`src/rtl/spi_slave_param.sv`:
```
`default_nettype none
// ============================================================================
// Module   : spi_slave_param
// Brief    : Parametrised SPI slave front-end for the single-port RAM
//            controller. Checks read sequencing, bounds the read-data wait,
//            and reports errors and aborts.
// Revision : 1.0 - initial release
// ============================================================================
module spi_slave_param #(
    parameter int DATA_W     = 8,
    parameter int TX_TIMEOUT = 16
) (
    input  logic              CLK,
    input  logic              rst,
    input  logic              SS_n,
    input  logic              MOSI,
    input  logic              tx_valid,
    input  logic [DATA_W-1:0] tx_data,
    output logic              MISO,
    output logic              rx_valid,
    output logic [DATA_W+1:0] rx_data,
    output logic              err,
    output logic              abort
);

    localparam int c_w   = DATA_W + 2;
    localparam int c_bcw = $clog2(c_w + 1);
    localparam int c_tcw = $clog2(TX_TIMEOUT + 1);

    localparam logic [c_bcw-1:0] c_last_bit = c_bcw'(c_w - 1);
    localparam logic [c_bcw-1:0] c_tx_bits  = c_bcw'(DATA_W);
    localparam logic [c_tcw-1:0] c_tout     = c_tcw'(TX_TIMEOUT);

    localparam logic [1:0] c_op_wr_addr = 2'b00;
    localparam logic [1:0] c_op_wr_data = 2'b01;
    localparam logic [1:0] c_op_rd_addr = 2'b10;

    typedef enum logic [2:0] {
        S_IDLE    = 3'd0,
        S_RECV    = 3'd1,
        S_TX_WAIT = 3'd2,
        S_SEND    = 3'd3,
        S_DONE    = 3'd4
    } state_t;

    state_t            r_state,    w_state;
    logic [c_w-2:0]    r_shift,    w_shift;
    logic [c_bcw-1:0]  r_bit_cnt,  w_bit_cnt;
    logic [c_tcw-1:0]  r_tout_cnt, w_tout_cnt;
    logic [DATA_W-2:0] r_tx_shift, w_tx_shift;
    logic              r_miso,     w_miso;
    logic [c_w-1:0]    r_rx_data,  w_rx_data;
    logic              r_rx_valid, w_rx_valid;
    logic              r_err,      w_err;
    logic              r_abort,    w_abort;
    logic              r_rd_seen,  w_rd_seen;
    logic [c_w-1:0]    w_frame;
    logic [c_tcw-1:0]  w_tout_inc;

    always_ff @(posedge CLK) begin
        if (rst) begin
            r_state    <= S_IDLE;
            r_shift    <= '0;
            r_bit_cnt  <= '0;
            r_tout_cnt <= '0;
            r_tx_shift <= '0;
            r_miso     <= 1'b0;
            r_rx_data  <= '0;
            r_rx_valid <= 1'b0;
            r_err      <= 1'b0;
            r_abort    <= 1'b0;
            r_rd_seen  <= 1'b0;
        end else begin
            r_state    <= w_state;
            r_shift    <= w_shift;
            r_bit_cnt  <= w_bit_cnt;
            r_tout_cnt <= w_tout_cnt;
            r_tx_shift <= w_tx_shift;
            r_miso     <= w_miso;
            r_rx_data  <= w_rx_data;
            r_rx_valid <= w_rx_valid;
            r_err      <= w_err;
            r_abort    <= w_abort;
            r_rd_seen  <= w_rd_seen;
        end
    end

    always_comb begin
        w_state    = r_state;
        w_shift    = r_shift;
        w_bit_cnt  = r_bit_cnt;
        w_tout_cnt = r_tout_cnt;
        w_tx_shift = r_tx_shift;
        w_miso     = 1'b0;
        w_rx_data  = r_rx_data;
        w_rx_valid = 1'b0;
        w_err      = 1'b0;
        w_abort    = 1'b0;
        w_rd_seen  = r_rd_seen;
        w_frame    = {r_shift, MOSI};
        w_tout_inc = r_tout_cnt + 1'b1;

        if (SS_n) begin
            // Deselect wins in every state; only an in-flight transfer counts as an abort.
            w_state   = S_IDLE;
            w_bit_cnt = '0;
            if (r_state == S_RECV || r_state == S_TX_WAIT || r_state == S_SEND)
                w_abort = 1'b1;
            if (r_state == S_SEND)
                w_rd_seen = 1'b0;
        end else begin
            case (r_state)
                S_IDLE: begin
                    w_shift   = {{(c_w-2){1'b0}}, MOSI};
                    w_bit_cnt = c_bcw'(1);
                    w_state   = S_RECV;
                end
                S_RECV: begin
                    w_shift   = w_frame[c_w-2:0];
                    w_bit_cnt = r_bit_cnt + 1'b1;
                    if (r_bit_cnt == c_last_bit) begin
                        case (w_frame[c_w-1:c_w-2])
                            c_op_wr_addr, c_op_wr_data: begin
                                w_rx_data  = w_frame;
                                w_rx_valid = 1'b1;
                                w_state    = S_DONE;
                            end
                            c_op_rd_addr: begin
                                w_rx_data  = w_frame;
                                w_rx_valid = 1'b1;
                                w_rd_seen  = 1'b1;
                                w_state    = S_DONE;
                            end
                            default: begin
                                if (r_rd_seen) begin
                                    w_rx_data  = w_frame;
                                    w_rx_valid = 1'b1;
                                    w_tout_cnt = '0;
                                    w_state    = S_TX_WAIT;
                                end else begin
                                    w_err   = 1'b1;
                                    w_state = S_DONE;
                                end
                            end
                        endcase
                    end
                end
                S_TX_WAIT: begin
                    w_tout_cnt = w_tout_inc;
                    if (tx_valid) begin
                        // MSB goes out on the sampling edge; the rest wait in the shifter.
                        w_miso     = tx_data[DATA_W-1];
                        w_tx_shift = tx_data[DATA_W-2:0];
                        w_bit_cnt  = c_bcw'(1);
                        w_state    = S_SEND;
                    end else if (w_tout_inc == c_tout) begin
                        w_err   = 1'b1;
                        w_state = S_DONE;
                    end
                end
                S_SEND: begin
                    if (r_bit_cnt == c_tx_bits) begin
                        w_rd_seen = 1'b0;
                        w_bit_cnt = '0;
                        w_state   = S_DONE;
                    end else begin
                        w_miso     = r_tx_shift[DATA_W-2];
                        w_tx_shift = {r_tx_shift[DATA_W-3:0], 1'b0};
                        w_bit_cnt  = r_bit_cnt + 1'b1;
                    end
                end
                S_DONE: begin
                    w_state = S_DONE;
                end
                default: begin
                    w_state = S_IDLE;
                end
            endcase
        end
    end

    assign MISO     = r_miso;
    assign rx_valid = r_rx_valid;
    assign rx_data  = r_rx_data;
    assign err      = r_err;
    assign abort    = r_abort;

endmodule
`default_nettype wire

```
`config.mk`:
```
export PLATFORM = sky130hd
export DESIGN_NAME = spi_slave_param
export DESIGN_NICKNAME = d
export VERILOG_FILES = /design/src/rtl/spi_slave_param.sv
export SDC_FILE = /design/constraint.sdc
export NUM_CORES = 1
export LEC_CHECK = 0
export CORE_UTILIZATION = 50
export CTS_BUF_LIST = sky130_fd_sc_hd__clkbuf_4
export CTS_CLUSTER_DIAMETER = 40
export DETAILED_ROUTE_END_ITERATION = 10
export PLACE_DENSITY = 0.78
export SLEW_MARGIN = 20
export SYNTH_ARGS = -nofsm -noshare
export SYNTH_HDL_FRONTEND = slang
export SYNTH_SLANG_ARGS = --single-unit
```
`constraint.sdc`:
```
create_clock -name CLK -period 2.5 [get_ports CLK]
set_clock_uncertainty 0.1 [all_clocks]
set_input_delay 0.25 -clock CLK [delete_from_list [all_inputs] [get_ports CLK]]
set_output_delay 0.25 -clock CLK [all_outputs]
set_load 0.1 [all_outputs]
```
==> results by group <==
Routing
  • 1st-pass router iterations: 4
  • WL final: 4300 um
  • DR vias: 1778
  • DRC: 0
  • Average wire per standard cell: about 14 um
  • Vias per cell: 5.81
  • ANT nets after route: 0
  • 1st-iter DRT viols: 113

Die
  • # rows: 23
  • Die ar.: 0.00445 mm2
  • Initial Util: 0.523
  • Core Box Area: 0.00400 mm2
  • Ports: 27
  • Die Y: 66.7 um
  • Chip width: 66.7 um

Clock tree
  • Root Buffer: clkbuf_4
  • Setup bufs post-CTS: 0
  • CTS Buf Count: 5
  • Worst skew pair latency: 360 ps
  • CTS sink count: 43
  • Resize count post-CTS: 0
  • CTS tree: done
  • Clock transition at the registers of the reported paths: 120 ps
  • CTS H-Tree Depth: 2
  • Max clock buf depth: 2
  • # hold bufs at CTS: 0

Placed design
  • # placed instances: 298
  • Dpl cell area: 0.00234 mm2
  • Dpl ws: 496 ps
  • Detailed placement HPWL: 2970 um
  • PortBufs: 26
  • RD Place Congestion: 0.856

Finish
  • Finished Cell Area: 0.00245 mm2
  • Fill count: 355
  • Fraction of final layout cells sized beyond drive strength 1: 0.156
  • Most common cell after layout, fill and taps aside: dfxtp_1
  • Layout Nets: 273
  • Area occupied by multi-input gates: 0.00111 mm2
  • Number of non-filler instances in the completed layout: roughly 310
  • ANT cells: 0
  • Layout Utilization: 0.612
  • Area Growth Syn to Fin: 17.0%
  • Seq. cell area: 861 um2
  • Most frequent cells in the layout: dfxtp_1, nor2_1, buf_4, a21oi_1, mux2i_1

Synthesis
  • Seq cells post-synth: 43
  • Seq/Total Area, Yosys: 0.411
  • Ys Warns: 0
  • Post-synthesis cell type count: 48
  • Post-synth EDFFs: 0
  • FFs w/ async S/R, synth: 0
  • Dominant cells by area after synthesis: dfxtp_1, mux2i_1, nor2_1
  • Syn Std Cell Area: 0.00209 mm2
  • Mapped Nets: 249
  • Synth top area share: 0.411
  • Syn_area_per_cell: 9.06 um2
  • Cells after Synth: 231
  • Synth area leader: dfxtp_1
  • Primary FF master, synth: dfxtp_1

Timing
  • Final worst slack: roughly 460 ps
  • Final min period: around 2000 ps
  • WHS: 376 ps
  • Slew Viols, Final: 0
  • Slew HR: 0.694
  • Peak Freq: 0.491 GHz
  • Fin Setup TNS: 0 ps
  • RSZ-0062 raised after global routing: no
  • Worst-margin pin slew: between 400 and 500 ps
  • Final setup fails: 0
  • Hold Violations, Final: 0
  • Final worst-path cycle share: 0.814

Global route
  • Met1 Track Usage GR: 0.317
  • GR Util met3: 0.0377
  • M2 GR Usage: 0.330
  • First-pass GRT wire length: 7450 um
  • Vias in the first global route: 1595
  • Total Routing Usage GR: 0.223
  • Initial antenna violation count: 0
  • Grt ovf: 0
  • Largest net degree at the start of global routing: 37
  • Busiest metal layer after global routing: met2

Setup path
  • CP endpoint kind: flip-flop
  • CP Max Fanout: 12
  • CP Launch Type: flip-flop
  • Worst Setup Path Type: flip-flop to flip-flop
  • CP arrival: 2220 ps
  • Critical Path RT: 2680 ps

Outcome
  • Status: finished, final reports clean

Power and ir drop
  • Total power: 1.32 mW
  • Leak: ~1 nW
  • Part of the power in the clock network: 0.414
  • Comb pwr share: 0.060
  • Sequential Power Share: 0.527
  • Switching Share: 0.207
  • Internal: 1.05 mW
  • Worst ir drop on vdd: 0.438 mV
  • Sw Pwr: ~270 uW
  • Power per cell area: 539 mW/mm2

Run
  • Max Cap Violations: 0

Min path
  • Hold Path Class: flip-flop to flip-flop
cells by family after synthesis:
group	count (synthesis)	share of synthesized area
buffers and inverters	23	0.0574
AND/OR/NAND/NOR	82	0.218
adder cells (fa/ha/maj)	5	0.0299
multiplexers	16	0.0765
AO/OA/AOI/OAI	62	0.207
flip-flops	43	0.411
cell usage after synthesis (2+ instances only):
master	count
o21bai_1	3
nor4_1	4
buf_4	2
a21oi_1	16
nor2_1	29
nor3_1	4
o21ai_0	10
nand3b_1	3
nand3_1	6
a311oi_1	2
buf_6	3
o31ai_1	2
buf_2	3
and3b_1	3
nand2b_1	4
dfxtp_1	43
a22oi_1	8
a31oi_1	2
or2_2	2
inv_1	6
a32o_1	2
nand4b_1	2
clkbuf_1	9
ha_1	5
or3_1	8
mux2i_1	16
nand4_1	2
a211oi_1	3
a32oi_1	2
nand2_1	9
path summary, 6_finish.rpt:
check,start,end,slack (ps),cells after the start
worst max-delay path,r_state[0]$_SDFFE_PP0P_,r_tx_shift[5]$_SDFFE_PP0P_,460,5
worst max register to register,r_state[0]$_SDFFE_PP0P_,r_tx_shift[5]$_SDFFE_PP0P_,460,5
worst min-delay path,rx_data[9]$_SDFFE_PP0P_,rx_data[9]$_SDFFE_PP0P_,380,2
worst min register to register,rx_data[9]$_SDFFE_PP0P_,rx_data[9]$_SDFFE_PP0P_,380,2
metal layers:
metal	vias to the layer above	wire length, um
met5	-	0
met4	0	37
met3	4	216
met2	45	1940
met1	838	2110
li1	891	-
layout make-up:
type,instances,share of cell area
Sequential cell,43,0.352
Clock buffer,6,0.0184
Timing Repair Buffer,34,0.117
Tap cell,50,0.0255
Multi-Input combinational cell,165,0.454
Inverter,6,0.00920
Clock inverter,2,0.0245
power by group through the flow:
stage	Combinational (mW)	Clock, mW	Sequential (mW)
after floorplan	0.0462	0	0.711
after global placement	0.0778	0	0.711
after detailed placement	0.0785	0	0.711
after CTS	0.0787	0.557	0.696
after global routing	0.0870	0.587	0.697
final	0.0787	0.546	0.696
registers in the layout, summed over array words and instances (netlist names), 3 cells and up:
signal,count
r_bit_cnt,4
r_tx_shift,7
r_shift,9
r_state,3
r_tout_cnt,5
rx_data,10
critical path: stages (launching register included):
cell and delay [ps]:
dfxtp_1 590, nand3b_1 410, buf_4 300, mux2i_1 110
or3_1 320, a21oi_1 140
No activity file was read; power rests on OpenSTA's default activity.
